$ cat src/rtl/div_seq_ctrl_pkg.sv
// Shared constants and types for the sequential restoring divider.
package div_seq_ctrl_pkg;

  // Default operand width
  localparam int DIV_W = 4;

  // Controller state encoding
  typedef enum logic [1:0] {
    ST_IDLE = 2'd0,
    ST_RUN  = 2'd1,
    ST_DONE = 2'd2
  } state_t;

endpackage

$ cat src/rtl/div_seq_ctrl_bsub_w.sv
// N-bit borrow-ripple subtractor: {bout, d} = a - b - bin, one full-subtractor cell per bit.
module bsub_w
  import div_seq_ctrl_pkg::*;
#(
  parameter int N = DIV_W + 1
) (
  input  logic [N-1:0] a,
  input  logic [N-1:0] b,
  input  logic         bin,
  output logic [N-1:0] d,
  output logic         bout
);

  // borrow chain: bc[i] is the borrow into bit i
  logic [N:0] bc;

  assign bc[0] = bin;

  generate
    for (genvar gi = 0; gi < N; gi++) begin : g_cell
      assign d[gi]      = a[gi] ^ b[gi] ^ bc[gi];
      assign bc[gi + 1] = (~a[gi] & b[gi]) | (~(a[gi] ^ b[gi]) & bc[gi]);
    end
  endgenerate

  assign bout = bc[N];

endmodule

$ cat src/rtl/div_seq_ctrl.sv
// Multi-cycle unsigned restoring divider: one quotient bit per RUN cycle through a shared subtractor.
module div_seq_ctrl
  import div_seq_ctrl_pkg::*;
#(
  parameter int W = DIV_W
) (
  input  logic         clk,
  input  logic         rst,
  input  logic         start,
  input  logic [W-1:0] dividend,
  input  logic [W-1:0] divisor,
  output logic         busy,
  output logic         done,
  output logic [W-1:0] quotient,
  output logic [W-1:0] remainder,
  output logic         div_zero
);

  localparam int CW = $clog2(W);

  state_t        state_q, state_d;
  logic [W-1:0]  r_q, r_d;
  logic [W-1:0]  q_q, q_d;
  logic [W-1:0]  m_q, m_d;
  logic [CW-1:0] cnt_q, cnt_d;
  logic [W-1:0]  quot_q, quot_d;
  logic [W-1:0]  rem_q, rem_d;
  logic          dz_q, dz_d;
  logic          busy_q, busy_d;
  logic          done_q, done_d;

  // Trial subtraction: {R, next dividend bit} - {0, M}
  logic [W:0] sub_a;
  logic [W:0] sub_diff;
  logic       sub_bout;
  logic       unused_diff_msb;

  assign sub_a = {r_q, q_q[W-1]};

  bsub_w #(.N(W + 1)) u_bsub (
    .a    (sub_a),
    .b    ({1'b0, m_q}),
    .bin  (1'b0),
    .d    (sub_diff),
    .bout (sub_bout)
  );

  // When the difference is kept it is below M, so its top bit is always zero.
  assign unused_diff_msb = sub_diff[W];

  // Next-state, datapath and result-register logic
  always_comb begin
    state_d = state_q;
    r_d     = r_q;
    q_d     = q_q;
    m_d     = m_q;
    cnt_d   = cnt_q;
    quot_d  = quot_q;
    rem_d   = rem_q;
    dz_d    = dz_q;
    case (state_q)
      ST_IDLE: begin
        if (start) begin
          q_d   = dividend;
          m_d   = divisor;
          r_d   = '0;
          cnt_d = CW'(W - 1);
          if (divisor == '0) begin
            state_d = ST_DONE;
            quot_d  = '1;
            rem_d   = dividend;
            dz_d    = 1'b1;
          end else begin
            state_d = ST_RUN;
          end
        end
      end
      ST_RUN: begin
        // Keep the difference on no borrow, otherwise restore the shifted partial remainder
        r_d = sub_bout ? sub_a[W-1:0] : sub_diff[W-1:0];
        q_d = {q_q[W-2:0], ~sub_bout};
        if (cnt_q == '0) begin
          state_d = ST_DONE;
          quot_d  = q_d;
          rem_d   = r_d;
          dz_d    = 1'b0;
        end else begin
          cnt_d = cnt_q - CW'(1);
        end
      end
      ST_DONE: state_d = ST_IDLE;
      default: state_d = ST_IDLE;
    endcase
    busy_d = (state_d != ST_IDLE);
    done_d = (state_d == ST_DONE);
  end

  // State and output registers with synchronous reset
  always_ff @(posedge clk) begin
    if (rst) begin
      state_q <= ST_IDLE;
      r_q     <= '0;
      q_q     <= '0;
      m_q     <= '0;
      cnt_q   <= '0;
      quot_q  <= '0;
      rem_q   <= '0;
      dz_q    <= 1'b0;
      busy_q  <= 1'b0;
      done_q  <= 1'b0;
    end else begin
      state_q <= state_d;
      r_q     <= r_d;
      q_q     <= q_d;
      m_q     <= m_d;
      cnt_q   <= cnt_d;
      quot_q  <= quot_d;
      rem_q   <= rem_d;
      dz_q    <= dz_d;
      busy_q  <= busy_d;
      done_q  <= done_d;
    end
  end

  assign busy      = busy_q;
  assign done      = done_q;
  assign quotient  = quot_q;
  assign remainder = rem_q;
  assign div_zero  = dz_q;

endmodule

$ cat config.mk
export PLATFORM = sky130hd
export DESIGN_NAME = div_seq_ctrl
export DESIGN_NICKNAME = d
export VERILOG_FILES = /design/src/rtl/div_seq_ctrl_pkg.sv /design/src/rtl/div_seq_ctrl_bsub_w.sv /design/src/rtl/div_seq_ctrl.sv
export SDC_FILE = /design/constraint.sdc
export NUM_CORES = 1
export LEC_CHECK = 0
export ABC_AREA = 0
export CORE_ASPECT_RATIO = 2
export CORE_UTILIZATION = 40
export CTS_CLUSTER_DIAMETER = 100
export CTS_CLUSTER_SIZE = 28
export DETAILED_ROUTE_END_ITERATION = 10
export PLACE_DENSITY = 0.74
export SYNTH_ARGS = -nofsm -noshare
export SYNTH_HDL_FRONTEND = slang
export SYNTH_HIERARCHICAL = 1
export SYNTH_SLANG_ARGS = --single-unit
$ cat constraint.sdc
create_clock -name clk -period 2.9 [get_ports clk]
set_clock_uncertainty 0.05 [all_clocks]
set_input_delay 0.435 -clock clk [delete_from_list [all_inputs] [get_ports clk]]
set_output_delay 0.435 -clock clk [all_outputs]
set_load 0.01 [all_outputs]
==> results of run 1 <==
## power breakdown
part	internal, mW	switching, mW
clock	0.0976	0.121
sequential	0.402	0.0253
combinational	0.112	0.134
## worst max-delay path, cell delays in order (launching register included)
cell and delay, ps:
dfxtp_1 380, fa_1 210, inv_1 70, fa_2 340, fa_2 350, fa_2 340
inv_2 70, fa_2 210, inv_4 70, mux2i_2 170, a2111oi_2 420, a31o_1 150
## layer usage
metal	wire length, um	track usage (%)
met5	0	0
met4	119	8.54
met3	125	2.60
met2	1780	32.5
met1	1130	18.2
## registers in the layout (all words and copies together), names as in the netlist
| name | count |
|---|---|
| r_q | 4 |
| quotient | 4 |
| cnt_q | 2 |
| remainder | 4 |
| m_q | 4 |
| state_q | 2 |
| q_q | 4 |
| div_zero | 1 |
| done | 1 |
| busy | 1 |
## cell families after synthesis
logic type | count (synthesis)
adder cells (fa/ha/maj) | 6
multiplexers | 8
AO/OA/AOI/OAI | 27
AND/OR/NAND/NOR | 54
other | 1
flip-flops | 27
buffers and inverters | 25
## how the worst min path moves through the flow
| stage | endpoint | slack, ps | cells past startpoint |
|---|---|---|---|
| floorplan | cnt_q[0]$_SDFFE_PP0P_ | 390 | 1 |
| global placement | cnt_q[0]$_SDFFE_PP0P_ | 410 | 1 |
| detailed placement | cnt_q[0]$_SDFFE_PP0P_ | 420 | 1 |
| CTS | cnt_q[0]$_SDFFE_PP0P_ | 430 | 1 |
| global route | cnt_q[0]$_SDFFE_PP0P_ | 470 | 1 |
| finish | cnt_q[0]$_SDFFE_PP0P_ | 430 | 1 |
## layout by cell type (no fill, tap or decap), drive strengths merged, types with 2 or more instances in the layout
| cell | synthesis | routed |
|---|---|---|
| clkbuf | 5 | 3 |
| conb | 1 | 2 |
| nor2b | 2 | 2 |
| a2111oi | 4 | 4 |
| nor2 | 27 | 27 |
| a31o | 4 | 4 |
| nand2 | 2 | 2 |
| nor3 | 14 | 14 |
| nand2b | 2 | 2 |
| a21oi | 9 | 9 |
| clkdlybuf4s50 | 0 | 21 |
| inv | 16 | 16 |
| fa | 5 | 5 |
| dfxtp | 27 | 27 |
| buf | 4 | 3 |
| a211oi | 3 | 3 |
| mux2i | 8 | 8 |
| o22ai | 2 | 2 |
## repair_timing
| action | in CTS | in global routing |
|---|---|---|
| setup endpoints to repair | 3 | 6 |
| hold buffers | 0 | 0 |
| pin swaps | 1 | 4 |
| resized for setup | 4 | 7 |
## metrics by stage
| stage | setup slack [ps] | std cells | hold WS (ps) | util (%) |
|---|---|---|---|---|
| after floorplan | 47.3 | 149 | 393 | - |
| after global placement | -196 | 195 | 406 | 49.1 |
| after detailed placement | -207 | 195 | 420 | 49.1 |
| after CTS | 32.8 | 199 | 435 | 50.9 |
| after global routing | -27.6 | 199 | 473 | 51.4 |
| final | 33.8 | 199 | 429 | 51.4 |
## cell type report
class | instances | area [um^2]
clock buffer | 3 | 41.3
clock inverter | 1 | 7.51
fill | 299 | 1550
inverter | 16 | 62.6
multi-input combinational | 97 | 718
sequential | 27 | 541
tap | 31 | 38.8
timing repair buffer | 24 | 233
==> metrics, run 1 <==
Max-Slew Margin vs Limit 50.6%; Avg Cell Area, Syn 9.07 um^2; Setup TNS 0 ps; setup bufs post-CTS 0; Slew Limit Fails 0; row count 29; HP Start cnt_q[0]$_SDFFE_PP0P_; worst path required time 3080 ps; crit path DAT 3040 ps; IO Pins 22; #FFs+latches synth 27; maximum root-to-sink buffer count 2; post-synthesis adder-cell area fraction 8.39%; largest family of logic cells by synthesized area simple AND/OR/NAND/NOR gates; actual slew at the worst max-slew pin 739 ps; ant diodes 0; Async SR Flop Fraction 0%; crit share post-route 98.8%; Syn Inst Count 148; Worst-path clk slew 100 ps; Placer Congestion 0.954; First-pass DRT Iterations 4; Pleak 0.607 nW; initial antenna violation count 0; Ys Warns 6; Num CTS Buffers 3; post-synthesis mux area share 5.96%; vias in the first global route 1138; DP HPWL 2290 um; status complete, no violations; via/cell ratio 5.86; peak supply drop 0.285 mV; Die Area 0.00361 mm^2; Die X 43.0 um; Total Power 0.893 mW; vias 1166; crit-path max FO 6; Final Hold Fails 0; clk_lat worst skew 280 ps; CP startpoint kind flip-flop; Crit Path Class reg -> reg; R2R Path End remainder[3]$_SDFFE_PP0P_; Starting DRT DRC Count 87; Worst Setup SP q_q[3]$_SDFFE_PP0P_; max_cap viols 0; Compound-Gate Fraction of Synth Area 16.0%; post-detailed-route DRC marker count 0; R2R depth 11; R2R setup slack 30 ps; simple-gate share of the synthesized area 20.8%; Area growth syn-to-layout 22.3%; Cell Area, Placed 0.00157 mm^2; Max H-tree Level 1; final wirelength 3160 um; fin crit period 2870 ps; Hold Path Class reg -> reg; xor and xnor area share after synthesis 0%; top cell type's share of synthesized area 40.3%; total track usage 17.6%; core area 0.00319 mm^2; EDFF count, synth 0; Die Ht 83.9 um; FMAX 349 MHz; sequential area share after synthesis 40.3%; fin nets 186; crit path to remainder[3]$_SDFFE_PP0P_; Setup Viol. Count Final 0; top cells by area, synth dfxtp_1 40%, nor2_1 7.5%, fa_1 7.5%; Root Driver clkbuf_8; Initial Util 42.0%; Post-synth top cells 27 x dfxtp_1, 27 x nor2_1, 16 x inv_1; global-route wire length before repair 4940 um; layout cell share with drive strength beyond 1 14.3%; Synth area leader dfxtp_1; PwrDens 544 mW/mm^2; mapped cell area 0.00134 mm^2; crit end category flip-flop; Detail Route Antenna Nets 0; Port Buf Inserts 21; ys flop type dfxtp_1; Synth cell types 32; Finished Cell Area 0.00164 mm^2; clock sinks 27; largest net degree at the start of global routing 18; wire per inst 15.9 um; total gr overflow 0; Crit Reg-Reg Startpoint q_q[3]$_SDFFE_PP0P_; CTS tree yes
Note: power is estimated with default switching activity, not from simulation.
==> inputs of run 2 (changes only) <==
--- a/config.mk
+++ b/config.mk
@@ -11,6 +11,7 @@
 export CTS_CLUSTER_DIAMETER = 100
 export CTS_CLUSTER_SIZE = 28
 export DETAILED_ROUTE_END_ITERATION = 10
+export GPL_ROUTABILITY_DRIVEN = 0
 export PLACE_DENSITY = 0.74
 export SYNTH_ARGS = -nofsm -noshare
 export SYNTH_HDL_FRONTEND = slang
==> results of run 2 <==
Same layout as run 1: the final DEF is identical, and so are final timing and power.
